File: config.mk
export PLATFORM = sky130hd
export DESIGN_NAME = dmem_arb
export DESIGN_NICKNAME = d
export VERILOG_FILES = /design/src/rtl/dmem_arb_pkg.sv /design/src/rtl/dmem_arb.sv
export SDC_FILE = /design/constraint.sdc
export NUM_CORES = 1
export LEC_CHECK = 0
export CORE_MARGIN = 4
export CORE_UTILIZATION = 38
export CTS_BUF_LIST = sky130_fd_sc_hd__clkbuf_4
export CTS_CLUSTER_DIAMETER = 60
export DETAILED_ROUTE_END_ITERATION = 16
export PLACE_DENSITY = 0.8
export SYNTH_ARGS = -nofsm -noshare
export SYNTH_HDL_FRONTEND = slang
export SYNTH_SLANG_ARGS = --single-unit
export TNS_END_PERCENT = 20
File: constraint.sdc
create_clock -name iw_clk -period 4.5 [get_ports iw_clk]
set_clock_uncertainty 0.1 [all_clocks]
set_input_delay 1.125 -clock iw_clk [delete_from_list [all_inputs] [get_ports iw_clk]]
set_output_delay 1.125 -clock iw_clk [all_outputs]
set_load 0.02 [all_outputs]
File: src/rtl/dmem_arb_pkg.sv
// dmem_arb_pkg
//   Shared definitions for the data-memory port-0 arbiter: address/data
//   widths, arbiter state encodings and read-response owner codes.
package dmem_arb_pkg;

   localparam int HBIT_ADDR = 15;
   localparam int HBIT_DATA = 15;
   localparam int SIZE_ADDR = HBIT_ADDR + 1;
   localparam int SIZE_DATA = HBIT_DATA + 1;

   typedef enum logic [1:0] {
      S_CORE  = 2'd0,
      S_BURST = 2'd1,
      S_YIELD = 2'd2
   } arb_state_t;

   // Owner of an in-flight read.
   localparam logic OWN_CORE = 1'b0;
   localparam logic OWN_DMA  = 1'b1;

endpackage

File: src/rtl/dmem_arb.sv
// dmem_arb
//   Shares data-memory port 0 between the pipeline (MA/MO stages, "core")
//   and a DMA/loader requester. The core has priority; a starvation counter
//   force-grants the DMA after STARVE_MAX denied cycles, and a locked burst
//   gives the DMA up to BURST_MAX consecutive grants followed by one yield
//   cycle for the core. Read responses are steered back to the requester
//   that issued them, one cycle after the grant.
//
// Ports
//   iw_clk, iw_rst                 clock, async active-high reset
//   iw_core_req/we/addr/wdata      core access request
//   ow_core_gnt                    core access issued this cycle (comb)
//   ow_core_stall                  core requesting but not granted
//   ow_core_rvalid/rdata           core read response
//   iw_dma_req/we/addr/wdata/lock  DMA access request, lock = burst request
//   ow_dma_gnt/rvalid/rdata        DMA grant and read response
//   ow_mem_we/addr/wdata           memory port 0 command
//   iw_mem_rdata                   memory read data (one cycle after address)
//   ow_dbg_state                   current arbiter state
//
// Handshake: a requester holds req/we/addr/wdata stable until the cycle its
// gnt is 1; that cycle the access is issued. Keeping req high after a grant
// is a new access. rvalid is a one-cycle pulse with no back-pressure.
module dmem_arb
   import dmem_arb_pkg::*;
#(
   parameter int STARVE_MAX = 4,
   parameter int BURST_MAX  = 8
) (
   input  logic                 iw_clk,
   input  logic                 iw_rst,
   input  logic                 iw_core_req,
   input  logic                 iw_core_we,
   input  logic [HBIT_ADDR:0]   iw_core_addr,
   input  logic [HBIT_DATA:0]   iw_core_wdata,
   output logic                 ow_core_gnt,
   output logic                 ow_core_stall,
   output logic                 ow_core_rvalid,
   output logic [HBIT_DATA:0]   ow_core_rdata,
   input  logic                 iw_dma_req,
   input  logic                 iw_dma_we,
   input  logic [HBIT_ADDR:0]   iw_dma_addr,
   input  logic [HBIT_DATA:0]   iw_dma_wdata,
   input  logic                 iw_dma_lock,
   output logic                 ow_dma_gnt,
   output logic                 ow_dma_rvalid,
   output logic [HBIT_DATA:0]   ow_dma_rdata,
   output logic                 ow_mem_we,
   output logic [HBIT_ADDR:0]   ow_mem_addr,
   output logic [HBIT_DATA:0]   ow_mem_wdata,
   input  logic [HBIT_DATA:0]   iw_mem_rdata,
   output logic [1:0]           ow_dbg_state
);

   localparam int SW = $clog2(STARVE_MAX + 1);
   localparam int BW = $clog2(BURST_MAX + 1);
   localparam logic [SW-1:0] STARVE_LIM = SW'(STARVE_MAX);
   localparam logic [BW-1:0] BURST_LIM  = BW'(BURST_MAX);

   arb_state_t           r_state;
   logic [SW-1:0]        r_starve;
   logic [BW-1:0]        r_burst;
   logic                 r_rd_valid;
   logic                 r_rd_owner;
   logic [HBIT_ADDR:0]   r_addr;
   logic [HBIT_DATA:0]   r_wdata;

   logic                 w_core_gnt;
   logic                 w_dma_gnt;

   // Grant decision. Reset gates everything so no access leaks out while
   // iw_rst is high.
   always_comb begin
      w_core_gnt = 1'b0;
      w_dma_gnt  = 1'b0;
      if (!iw_rst) begin
         case (r_state)
            S_CORE: begin
               if (iw_dma_req && (r_starve == STARVE_LIM)) w_dma_gnt  = 1'b1;
               else if (iw_core_req)                       w_core_gnt = 1'b1;
               else if (iw_dma_req)                        w_dma_gnt  = 1'b1;
            end
            S_BURST: begin
               // Once the DMA drops req or lock the burst ends; only the
               // core may be served in that cycle.
               if (iw_dma_req && iw_dma_lock && (r_burst < BURST_LIM)) w_dma_gnt  = 1'b1;
               else if (iw_core_req)                                   w_core_gnt = 1'b1;
            end
            S_YIELD: begin
               if (iw_core_req)     w_core_gnt = 1'b1;
               else if (iw_dma_req) w_dma_gnt  = 1'b1;
            end
            default: ;
         endcase
      end
   end

   assign ow_core_gnt   = w_core_gnt;
   assign ow_dma_gnt    = w_dma_gnt;
   assign ow_core_stall = iw_core_req && !w_core_gnt && !iw_rst;

   // Memory command mux; addr/wdata hold their last issued value when idle.
   assign ow_mem_we    = (w_core_gnt && iw_core_we) || (w_dma_gnt && iw_dma_we);
   assign ow_mem_addr  = w_core_gnt ? iw_core_addr  : (w_dma_gnt ? iw_dma_addr  : r_addr);
   assign ow_mem_wdata = w_core_gnt ? iw_core_wdata : (w_dma_gnt ? iw_dma_wdata : r_wdata);

   assign ow_core_rvalid = r_rd_valid && (r_rd_owner == OWN_CORE);
   assign ow_dma_rvalid  = r_rd_valid && (r_rd_owner == OWN_DMA);
   assign ow_core_rdata  = ow_core_rvalid ? iw_mem_rdata : '0;
   assign ow_dma_rdata   = ow_dma_rvalid  ? iw_mem_rdata : '0;

   assign ow_dbg_state = r_state;

   always_ff @(posedge iw_clk or posedge iw_rst) begin
      if (iw_rst) begin
         r_state    <= S_CORE;
         r_starve   <= '0;
         r_burst    <= '0;
         r_rd_valid <= 1'b0;
         r_rd_owner <= OWN_CORE;
         r_addr     <= '0;
         r_wdata    <= '0;
      end else begin
         if (w_core_gnt || w_dma_gnt) begin
            r_addr  <= ow_mem_addr;
            r_wdata <= ow_mem_wdata;
         end

         r_rd_valid <= (w_core_gnt && !iw_core_we) || (w_dma_gnt && !iw_dma_we);
         r_rd_owner <= w_dma_gnt ? OWN_DMA : OWN_CORE;

         if (iw_dma_req && !w_dma_gnt) begin
            if (r_starve != STARVE_LIM) r_starve <= r_starve + SW'(1);
         end else begin
            r_starve <= '0;
         end

         case (r_state)
            S_CORE: begin
               if (w_dma_gnt && iw_dma_lock) begin
                  // A one-grant burst is already complete on entry.
                  if (BURST_MAX == 1) begin
                     r_state <= S_YIELD;
                  end else begin
                     r_state <= S_BURST;
                     r_burst <= BW'(1);
                  end
               end
            end
            S_BURST: begin
               if (w_dma_gnt && ((r_burst + BW'(1)) != BURST_LIM)) begin
                  r_burst <= r_burst + BW'(1);
               end else begin
                  r_state <= S_YIELD;
                  r_burst <= '0;
               end
            end
            S_YIELD: r_state <= S_CORE;
            default: r_state <= S_CORE;
         endcase
      end
   end

endmodule

==> flow_summary_export.csv <==
group,metric,value,unit
cells_and_area,regArea,1080,um2
detailed_routing,dr_total_vias,2592,
grt,overflow,0,
detailed_routing,vias_per_cell,5.05,
cells_and_area,nFillCells,518,
sta,relSlewSlack,0.503,
pwr,leakage,0.00227,uW
logic_synthesis,async_reset_ff_frac,1.00,
worst_setup_path,worstPathRequired,3270,ps
clock_tree,clk_pin_slew,110,ps
placement,port_buffers,158,
clock_tree,cts_buffers,5,
worst_setup_path,endpoint_kind,"output port",
die,die-height,89.9,um
placement,place.gp.congestion,0.777,
logic_synthesis,synth_ff_type,"dfrtp_1",
die,initial_core_util,0.397,
logic_synthesis,ys_seq_area_frac,0.422,
worst_setup_path,critPathLaunchType,"input pin",
die,io-pin-count,159,
die,core.rowCount,29,
logic_synthesis,ys_types,37,
run_status,outcome,"finished clean",
logic_synthesis,synth_edf_count,0,
detailed_routing,drt-initial-drc-count,34,
pwr,power.density,253,nW/um2
logic_synthesis,yosys_warnings,0,
worst_setup_path,critPathMaxFanout,17,
detailed_routing,wl_per_cell,14.4,um
cells_and_area,final_cell_mix,"clkdlybuf4s50_1 (126), nand2_1 (86), dfrtp_1 (43), dlymetal6s2s_1 (25), nand2_2 (20)",
cells_and_area,final_cells,513,
cells_and_area,antenna_cells,0,
cells_and_area,postLayoutCellArea,4340,um2
placement,place_area,4230,um2
sta,clock.fmax,230,MHz
clock_tree,cts_tree,"built",
clock_tree,htree_levels,2,
detailed_routing,drc,0,
grt,grt_max_degree,44,
sta,rsz0062_at_grt,"false",
logic_synthesis,synth_seq_cells,43,
clock_tree,clock_sinks,43,
cells_and_area,final_nets,528,
clock_tree,worstSkewPairLatency,350,ps
clock_tree,cts_root_buf,"clkbuf_4",
placement,placed_cells,507,
die,core-area,6420,um2
sta,finalSetupTns,0,ps
detailed_routing,first_pass_iters,4,
cells_and_area,multiInputGateArea,1340,um2
placement,hpwlAfterDp,6130,um
sta,fin_hold_ws,382,ps
sta,hold_viol,0,
logic_synthesis,synth.avg_cell_area,9.24,um2
die,die_w,89.9,um
grt,grt_pass1_wl,12300,um
logic_synthesis,synth_nets,367,
sta,post-route-period-util,0.967,
sta,fin_crit,4350,ps
sta,final-max-slew-violation-count,0,
grt,grt_pass1_vias,2657,
detailed_routing,antenna_left,0,
worst_setup_path,arrival,3130,ps
min_path,hold_path.class,"flop to flop",
pwr,peakVddDrop,0.139,mV
grt,antenna_found_initial,0,
die,fp.dieArea,8090,um2
cells_and_area,final_util,0.675,
cells_and_area,syn_to_final_growth,70.0,%
clock_tree,clockBufferDepth,2,
cells_and_area,final_common_cell,"clkdlybuf4s50_1",
detailed_routing,wl,7400,um
run,drv_cap,0,
logic_synthesis,synth_area,2550,um2
logic_synthesis,syn_inst,276,
cells_and_area,drive_above_1_share,0.149,
sta,tightest_slew,744,ps
grt,track_usage,0.183,
worst_setup_path,critPathKind,"input pin to output port",
sta,setup_viol,0,
==> critical path, stage by stage <==
cell,delay [ps]
clkdlybuf4s50_1,430
and4bb_1,230
o311a_4,330
buf_4,220
a22o_1,250
clkdlybuf4s50_1,530
==> synth_stat cells, types with 2 or more instances <==
| master | number | share of area |
|---|---|---|
| a32o_1 | 2 | 0.0078 |
| nand3_1 | 3 | 0.0059 |
| nand2_2 | 20 | 0.049 |
| buf_6 | 8 | 0.035 |
| a22oi_2 | 17 | 0.083 |
| nor2_1 | 6 | 0.0088 |
| clkbuf_1 | 3 | 0.0044 |
| buf_2 | 2 | 0.0039 |
| dfrtp_1 | 43 | 0.42 |
| nand2_1 | 86 | 0.13 |
| and3_1 | 17 | 0.042 |
| nor2b_1 | 2 | 0.0049 |
| o21ai_0 | 3 | 0.0059 |
| ha_1 | 4 | 0.020 |
| a21oi_1 | 3 | 0.0059 |
| and2_1 | 18 | 0.044 |
| inv_2 | 2 | 0.0029 |
| a22oi_1 | 15 | 0.044 |
| inv_1 | 4 | 0.0059 |
==> registers in the layout, summed over array words and instances, names as in the netlist <==
name,cells
ow_dbg_state,2
r_addr,16
r_burst,4
r_rd_owner,1
r_rd_valid,1
r_starve,3
r_wdata,16
==> metal layers <==
metal | track usage | vias up | routed length (um)
met3 | 0.0551 | 6 | 685
li1 | - | 1258 | -
met1 | 0.202 | 1194 | 2940
met2 | 0.343 | 134 | 3710
met4 | 0.0434 | 0 | 65
met5 | 0 | - | 0
==> stage by stage <==
step / worst slack, ps / power [uW]
finish: 150 / 1100
detailed placement: 3.32 / 951
CTS: 0.0220 / 1120
global placement: 17.8 / 941
floorplan: 223 / 708
global route: 56.8 / 1170
==> kinds of logic after synthesis <==
| kind of cell | after synthesis | share of synthesized area |
|---|---|---|
| multiplexers | 1 | 0.00392 |
| buffers and inverters | 20 | 0.0554 |
| flip-flops | 43 | 0.422 |
| AO/OA/AOI/OAI | 49 | 0.187 |
| adder cells (fa/ha/maj) | 4 | 0.0196 |
| AND/OR/NAND/NOR | 158 | 0.308 |
| XOR/XNOR | 1 | 0.00343 |
==> worst paths after layout <==
| path | from | to | slack, ps | cells after the start |
|---|---|---|---|---|
| worst max-delay path | iw_dma_lock | ow_mem_we | 150 | 6 |
| worst min-delay path | r_wdata[4] | r_wdata[4] | 380 | 2 |
| worst max register to register | r_starve[0] | r_burst[2] | 2190 | 8 |
| worst min register to register | r_wdata[4] | r_wdata[4] | 380 | 2 |
| max in group asynchronous | iw_rst | r_addr[14] | 2770 | 3 |
| min in group asynchronous | iw_rst | ow_dbg_state[0] | 1160 | 3 |
==> report_power, final <==
part / switching, uW / total [uW] / leakage, uW / internal (uW)
clock: 113 / 174 / 0.0000276 / 61.8
sequential: 30.9 / 473 / 0.000540 / 442
combinational: 224 / 449 / 0.00171 / 224
==> what timing repair did <==
action	CTS	global route
gates resized for setup	6	26
endpoints found under the setup margin	6	26
hold buffers	0	0
setup buffers	0	0
==> area by class of cell <==
class / instances / area share
Clock buffer: 6 / 0.0104
Inverter: 6 / 0.00519
Multi-Input combinational cell: 213 / 0.309
Sequential cell: 43 / 0.248
Tap cell: 77 / 0.0222
Timing Repair Buffer: 168 / 0.406
(Power assumes the default switching activity.)
